`src/rtl/lsu_pkg.sv`:
```
// Shared constants, state encoding and request checks for the load/store unit.
package lsu_pkg;

  localparam logic [31:0] ADDR_LIMIT = 32'h0000_0400;
  localparam int          NUM_LANES  = 4;
  localparam int          LANE_W     = 8;
  localparam int          OFF_W      = $clog2(NUM_LANES);

  localparam logic [2:0] F3_B  = 3'b000;
  localparam logic [2:0] F3_H  = 3'b001;
  localparam logic [2:0] F3_W  = 3'b010;
  localparam logic [2:0] F3_BU = 3'b100;
  localparam logic [2:0] F3_HU = 3'b101;

  localparam logic [1:0] SZ_B = 2'b00;
  localparam logic [1:0] SZ_H = 2'b01;
  localparam logic [1:0] SZ_W = 2'b10;

  typedef enum logic [1:0] {ST_IDLE, ST_RD, ST_WR, ST_RESP} state_e;

  typedef struct packed {
    logic        we;
    logic [2:0]  funct3;
    logic [31:0] addr;
    logic [31:0] wdata;
  } req_t;

  // Unsigned variants exist only for loads; any other code is illegal.
  function automatic logic req_err(input logic we, input logic [2:0] f3,
                                   input logic [31:0] addr);
    logic bad_f3, misal;
    bad_f3 = 1'b0;
    misal  = 1'b0;
    case (f3)
      F3_B:  ;
      F3_H:  misal = addr[0];
      F3_W:  misal = |addr[1:0];
      F3_BU: bad_f3 = we;
      F3_HU: begin bad_f3 = we; misal = addr[0]; end
      default: bad_f3 = 1'b1;
    endcase
    return bad_f3 | misal | (addr >= ADDR_LIMIT);
  endfunction

endpackage

```
`src/rtl/lsu_if.sv`:
```
// Core request/response plus word-memory port of the load/store unit.
interface lsu_if;
  logic        REQ_VALID;
  logic        REQ_READY;
  logic        REQ_WE;
  logic [2:0]  REQ_FUNCT3;
  logic [31:0] REQ_ADDR;
  logic [31:0] REQ_WDATA;
  logic        RSP_VALID;
  logic [31:0] RSP_RDATA;
  logic        RSP_ERR;
  logic [31:0] MEM_A;
  logic        MEM_WE;
  logic [31:0] MEM_WD;
  logic [31:0] MEM_RD;

  modport slave (
    input  REQ_VALID, REQ_WE, REQ_FUNCT3, REQ_ADDR, REQ_WDATA, MEM_RD,
    output REQ_READY, RSP_VALID, RSP_RDATA, RSP_ERR, MEM_A, MEM_WE, MEM_WD
  );

  modport master (
    output REQ_VALID, REQ_WE, REQ_FUNCT3, REQ_ADDR, REQ_WDATA, MEM_RD,
    input  REQ_READY, RSP_VALID, RSP_RDATA, RSP_ERR, MEM_A, MEM_WE, MEM_WD
  );
endinterface

```
`src/rtl/lsu_align.sv`:
```
// Combinational lane logic: load extraction/extension and store lane merge.
module lsu_align
  import lsu_pkg::*;
(
  input  logic [2:0]       funct3,
  input  logic [OFF_W-1:0] off,
  input  logic [31:0]      word,
  input  logic [31:0]      wdata,
  output logic [31:0]      ldata,
  output logic [31:0]      sdata
);

  logic [1:0]                         size;
  logic [NUM_LANES-1:0]               be;
  logic [NUM_LANES-1:0][LANE_W-1:0]   src;
  logic [31:0]                        shifted;

  assign size = funct3[1:0];

  // Byte lanes of the memory word: a lane is replaced when the access covers it.
  for (genvar k = 0; k < NUM_LANES; k++) begin : g_lane
    localparam logic [OFF_W-1:0] K = OFF_W'(k);
    assign be[k]  = (size == SZ_W) |
                    ((size == SZ_H) & (off[1] == K[1])) |
                    ((size == SZ_B) & (off == K));
    assign src[k] = (size == SZ_B) ? wdata[7:0] :
                    (size == SZ_H) ? wdata[LANE_W*(k%2) +: LANE_W] :
                                     wdata[LANE_W*k +: LANE_W];
    assign sdata[LANE_W*k +: LANE_W] = be[k] ? src[k] : word[LANE_W*k +: LANE_W];
  end

  assign shifted = word >> {off, 3'b000};

  always_comb begin
    ldata = '0;
    case (funct3)
      F3_B:    ldata = {{24{shifted[7]}}, shifted[7:0]};
      F3_H:    ldata = {{16{shifted[15]}}, shifted[15:0]};
      F3_W:    ldata = word;
      F3_BU:   ldata = {24'd0, shifted[7:0]};
      F3_HU:   ldata = {16'd0, shifted[15:0]};
      default: ldata = '0;
    endcase
  end

endmodule

```
`src/rtl/load_store_unit.sv`:
```
// Sequential load/store unit: one access per request, sub-word stores done as
// read-modify-write against a 32-bit word memory with combinational read.
module load_store_unit
  import lsu_pkg::*;
(
  input  logic CLK,
  input  logic RST,
  lsu_if.slave bus
);

  state_e      state_q, state_d;
  req_t        req_q, req_d;
  logic        err_q, err_d;
  logic [31:0] word_q, word_d;
  logic [31:0] ldata, sdata;
  logic [31:0] word_addr;

  assign word_addr = {req_q.addr[31:2], 2'b00};

  lsu_align u_align (
    .funct3 (req_q.funct3),
    .off    (req_q.addr[OFF_W-1:0]),
    .word   (word_q),
    .wdata  (req_q.wdata),
    .ldata  (ldata),
    .sdata  (sdata)
  );

  always_ff @(posedge CLK or posedge RST) begin
    if (RST) begin
      state_q <= ST_IDLE;
      req_q   <= '0;
      err_q   <= 1'b0;
      word_q  <= '0;
    end else begin
      state_q <= state_d;
      req_q   <= req_d;
      err_q   <= err_d;
      word_q  <= word_d;
    end
  end

  always_comb begin
    state_d       = state_q;
    req_d         = req_q;
    err_d         = err_q;
    word_d        = word_q;
    bus.REQ_READY = 1'b0;
    bus.RSP_VALID = 1'b0;
    bus.RSP_RDATA = '0;
    bus.RSP_ERR   = 1'b0;
    bus.MEM_A     = '0;
    bus.MEM_WE    = 1'b0;
    bus.MEM_WD    = '0;
    case (state_q)
      ST_IDLE: begin
        bus.REQ_READY = 1'b1;
        if (bus.REQ_VALID) begin
          req_d = '{we: bus.REQ_WE, funct3: bus.REQ_FUNCT3,
                    addr: bus.REQ_ADDR, wdata: bus.REQ_WDATA};
          err_d = req_err(bus.REQ_WE, bus.REQ_FUNCT3, bus.REQ_ADDR);
          if (err_d)
            state_d = ST_RESP;
          else if (bus.REQ_WE && bus.REQ_FUNCT3 == F3_W)
            state_d = ST_WR;
          else
            state_d = ST_RD;
        end
      end
      ST_RD: begin
        bus.MEM_A = word_addr;
        word_d    = bus.MEM_RD;
        state_d   = req_q.we ? ST_WR : ST_RESP;
      end
      ST_WR: begin
        // Word stores take every lane from wdata, so the stale word is unused.
        bus.MEM_A  = word_addr;
        bus.MEM_WE = 1'b1;
        bus.MEM_WD = sdata;
        state_d    = ST_RESP;
      end
      ST_RESP: begin
        bus.RSP_VALID = 1'b1;
        bus.RSP_ERR   = err_q;
        bus.RSP_RDATA = (!req_q.we && !err_q) ? ldata : '0;
        state_d       = ST_IDLE;
      end
      default: state_d = ST_IDLE;
    endcase
  end

endmodule

```
`src/flat_wrapper.sv`:
```
// flat-port wrapper written by rule: the top's interface ports become plain ports
module load_store_unit_flat import lsu_pkg::*;
  (CLK, RST, bus_REQ_VALID, bus_REQ_WE, bus_REQ_FUNCT3, bus_REQ_ADDR, bus_REQ_WDATA, bus_MEM_RD, bus_REQ_READY, bus_RSP_VALID, bus_RSP_RDATA, bus_RSP_ERR, bus_MEM_A, bus_MEM_WE, bus_MEM_WD);
  lsu_if bus_i ();
  input  logic CLK;
  input  logic RST;
  input wire logic [$bits(bus_i.REQ_VALID)-1:0] bus_REQ_VALID;
  input wire logic [$bits(bus_i.REQ_WE)-1:0] bus_REQ_WE;
  input wire logic [$bits(bus_i.REQ_FUNCT3)-1:0] bus_REQ_FUNCT3;
  input wire logic [$bits(bus_i.REQ_ADDR)-1:0] bus_REQ_ADDR;
  input wire logic [$bits(bus_i.REQ_WDATA)-1:0] bus_REQ_WDATA;
  input wire logic [$bits(bus_i.MEM_RD)-1:0] bus_MEM_RD;
  output wire logic [$bits(bus_i.REQ_READY)-1:0] bus_REQ_READY;
  output wire logic [$bits(bus_i.RSP_VALID)-1:0] bus_RSP_VALID;
  output wire logic [$bits(bus_i.RSP_RDATA)-1:0] bus_RSP_RDATA;
  output wire logic [$bits(bus_i.RSP_ERR)-1:0] bus_RSP_ERR;
  output wire logic [$bits(bus_i.MEM_A)-1:0] bus_MEM_A;
  output wire logic [$bits(bus_i.MEM_WE)-1:0] bus_MEM_WE;
  output wire logic [$bits(bus_i.MEM_WD)-1:0] bus_MEM_WD;
  assign bus_i.REQ_VALID = bus_REQ_VALID;
  assign bus_i.REQ_WE = bus_REQ_WE;
  assign bus_i.REQ_FUNCT3 = bus_REQ_FUNCT3;
  assign bus_i.REQ_ADDR = bus_REQ_ADDR;
  assign bus_i.REQ_WDATA = bus_REQ_WDATA;
  assign bus_i.MEM_RD = bus_MEM_RD;
  assign bus_REQ_READY = bus_i.REQ_READY;
  assign bus_RSP_VALID = bus_i.RSP_VALID;
  assign bus_RSP_RDATA = bus_i.RSP_RDATA;
  assign bus_RSP_ERR = bus_i.RSP_ERR;
  assign bus_MEM_A = bus_i.MEM_A;
  assign bus_MEM_WE = bus_i.MEM_WE;
  assign bus_MEM_WD = bus_i.MEM_WD;
  load_store_unit u_core (.CLK(CLK), .RST(RST), .bus(bus_i));
endmodule
```
`config.mk`:
```
export PLATFORM = sky130hd
export DESIGN_NAME = load_store_unit_flat
export DESIGN_NICKNAME = d
export VERILOG_FILES = /design/src/rtl/lsu_pkg.sv /design/src/rtl/lsu_if.sv /design/src/rtl/lsu_align.sv /design/src/rtl/load_store_unit.sv /design/src/flat_wrapper.sv
export SDC_FILE = /design/constraint.sdc
export NUM_CORES = 1
export LEC_CHECK = 0
export ABC_CLOCK_PERIOD_IN_PS = 4700
export BUFFER_PORTS_ARGS = -buffer_cell sky130_fd_sc_hd__buf_4
export CORE_MARGIN = 2
export CORE_UTILIZATION = 35
export DETAILED_ROUTE_END_ITERATION = 6
export GPL_ROUTABILITY_DRIVEN = 1
export PLACE_DENSITY = 0.68
export SYNTH_ARGS = -nofsm -noshare
export SYNTH_HDL_FRONTEND = slang
export SYNTH_SLANG_ARGS = --single-unit
```
`constraint.sdc`:
```
create_clock -name CLK -period 4.7 [get_ports CLK]
set_input_delay 0.47 -clock CLK [delete_from_list [all_inputs] [get_ports CLK]]
set_output_delay 0.47 -clock CLK [all_outputs]
set_load 0.1 [all_outputs]
```
==> qor.csv <==
stage;metric;value;unit
clocking;post_cts_buffers;0;
timing;fin_crit;3560;ps
global_route;gr-usage-met2;35.0;%
yosys;ys_warn_count;0;
yosys;synth_top_area_share;43.5;%
clocking;cts_inserted_buffers;9;
global_route;grt_pass1_wl;29.1;mm
yosys;synth_top_cell_by_area;dfrtp_1;
place;portBuffers;200;
floorplanning;die_area;18000;µm²
setup_path;crit_type;reg2out;
yosys;syn_avg_cell_area;10.4;µm²
setup_path;crit_path_start;u_core.req_q[64]$_DFFE_PP0P_;
routing;vias;5082;
place;place_congestion;0.862;
timing;worst_pin_slew;1110;ps
setup_path;cp-end-kind;output pin;
floorplanning;start_util;35.7;%
routing;via_per_inst;5.27;
setup_path;crit_family;simple AND/OR/NAND/NOR gates;
global_route;grt_max_degree;68;
layout;layout.nets;845;
yosys;synth_seq_area_share;43.5;%
routing;route.detailed.drc;0;
yosys;syn-cell-area;5920;µm²
yosys;synthCells;567;
global_route;grt_use_total;21.4;%
layout;drive_above_1_share;44.7;%
place;hpwl;14.3;mm
setup_path;critPathArrivalTime;3090;ps
timing;skew;10.8;ps
yosys;synth-edff-count;0;
yosys;synth_top_flop_cell;dfrtp_1;
floorplanning;die_h;134;µm
setup_path;crit_chain;o21ai_0 -> nand3_1 -> or2_2 -> a21oi_1 -> buf_4;
clocking;root_buffer;clkbuf_16;
floorplanning;rows;47;
yosys;ys_async_sr_fraction;100;%
routing;antenna_left;0;
layout;area_growth;32.3;%
timing;hold_viol;0;
setup_path;start_kind;flop;
run_status;status;complete, no violations;
timing;relSlewSlack;26.1;%
timing;rsz0062_at_grt;false;
global_route;antenna_found_initial;1;
timing;finalSetupViolations;0;
clocking;cts-resized-gates;0;
clocking;clkLatencyLatePin;360;ps
clocking;cts_max_level;3;
global_route;busiest_layer;met2;
setup_path;cp_slowest_stage_delay;770;ps
floorplanning;die_x;134;µm
global_route;first_global_vias;4993;
clocking;cts.sinks;103;
setup_path;path_buf_inv;1;
floorplanning;num_io_pins;203;
yosys;synth_area_leaders;dfrtp_1 (44%), mux2_2 (21%), mux2i_1 (4.4%);
routing;drt_iter0_drc;289;
setup_path;r2r_start;u_core.state_q[0]$_DFFE_PP0P_;
routing;wl;19.0;mm
routing;avgRoutedWirePerCell;19.7;µm
global_route;overflow;0;
yosys;ys_types;40;
yosys;ys_ff_latch;103;
routing;firstDrtPassIters;5;
job;max-cap-violations;0;
floorplanning;coreArea;16600;µm²
timing;report.final.slew_viol_count;0;
setup_path;cpMaxStageDelayCell;dfrtp_1;
global_route;grtUsageMet1;26.2;%
timing;fmax;281;MHz
timing;fin_tns_setup;0;ps
timing;period_share;75.8;%
global_route;grtUsageMet3;8.96;%
worst_hold_path;hold_class;in2async;
setup_path;critPathRequiredTime;4230;ps
setup_path;critPathMaxFanout;31;
layout;final.fill_count;1620;
clocking;hold_buffers;0;
clocking;cts.clk_slew.worst_paths;70;ps
clocking;clk_path_buf_depth;2;
clocking;cts_tree;built;
cell families after synthesis:
family | count (synthesis) | share of synthesized area [%]
AOI/OAI and AO/OA | 126 | 14.2
adders and majority gates | 4 | 0.846
buffers and inverters | 50 | 3.70
DFF | 103 | 43.5
muxes | 134 | 24.9
other | 1 | 0.0634
and+or+nand+nor | 149 | 12.7
worst reg2reg max path, stage by stage (launching register included):
cell	delay [ps]
dfrtp_1	390
inv_1	80
ha_1	320
nand2_2	590
buf_4	580
mux2_2	420
final timing paths:
kind | to | cells after the start | slack (ps)
worst max-delay path | bus_RSP_RDATA[17] | 5 | 1140
worst min-delay path | u_core.req_q[38]$_DFFE_PP0P_ | 2 | 300
worst max register to register | u_core.req_q[17]$_DFFE_PP0P_ | 5 | 2200
worst min register to register | u_core.req_q[34]$_DFFE_PP0P_ | 1 | 500
max in group asynchronous | u_core.req_q[6]$_DFFE_PP0P_ | 3 | 3370
min in group CLK | u_core.req_q[41]$_DFFE_PP0P_ | 2 | 340
sequential cells by signal, indices dropped and copies added, names as in the netlist:
name,flops
u_core.req_q,68
u_core.state_q,2
u_core.word_q,32
u_core.err_q,1
placed cells by master, fill, tap and decap left out, types with 3 or more instances in the layout:
| cell type | instances |
|---|---|
| nor2b_1 | 13 |
| a22oi_1 | 8 |
| a21oi_1 | 36 |
| o21ai_0 | 28 |
| a21o_1 | 3 |
| ha_1 | 4 |
| mux2_2 | 108 |
| dfrtp_1 | 103 |
| and2_1 | 33 |
| nand2_1 | 54 |
| o2bb2ai_1 | 3 |
| nor2_1 | 8 |
| nand3_1 | 26 |
| clkbuf_16 | 9 |
| nor4_1 | 5 |
| a21boi_0 | 8 |
| o211a_1 | 16 |
| buf_4 | 205 |
| mux2i_1 | 26 |
| a22o_1 | 12 |
| inv_1 | 3 |
metrics by stage:
stage / std cells / worst slack, ps / utilization (%) / hold slack (ps) / cell area, µm²
final: 964 / 1140 / 47.2 / 296 / 7830
after floorplan: 568 / 395 / - / 471 / 5920
after global routing: 963 / 972 / 47.2 / 323 / 7830
after CTS: 963 / 1170 / 47.2 / 318 / 7830
after detailed placement: 947 / 1570 / 45.5 / 485 / 7540
after global placement: 947 / 1590 / 45.5 / 479 / 7540
synth_stat cells (5+ instances only):
cell type  number
mux2_2        108
dfrtp_1       103
nand2_1        55
a21oi_1        36
and2_1         33
o21ai_0        28
mux2i_1        26
nand3_1        26
clkbuf_1       22
o211a_1        16
buf_2          13
nor2b_1        13
a22o_1         12
a21boi_0        8
a22oi_1         8
nor2_1          8
buf_1           7
nor4_1          5
layer usage:
| metal | vias up | wire length [µm] |
|---|---|---|
| met5 | - | 0 |
| met3 | 24 | 2110 |
| met2 | 249 | 8890 |
| li1 | 2379 | - |
| met1 | 2430 | 7630 |
| met4 | 0 | 365 |
area by class of cell:
class,count,area [µm²],share of cell area (%)
diodes,1,2.50,0.0319
clock buffers,11,233,2.97
flip-flops and latches,103,2580,32.9
multi-input cells,415,3130,40.0
inverters,4,17.5,0.224
clock inverters,5,58.8,0.751
repair buffers,205,1540,19.6
well taps,220,275,3.51
Power is not shown: default switching activity piles up to over one toggle a cycle in this logic, so the estimate is an artifact.
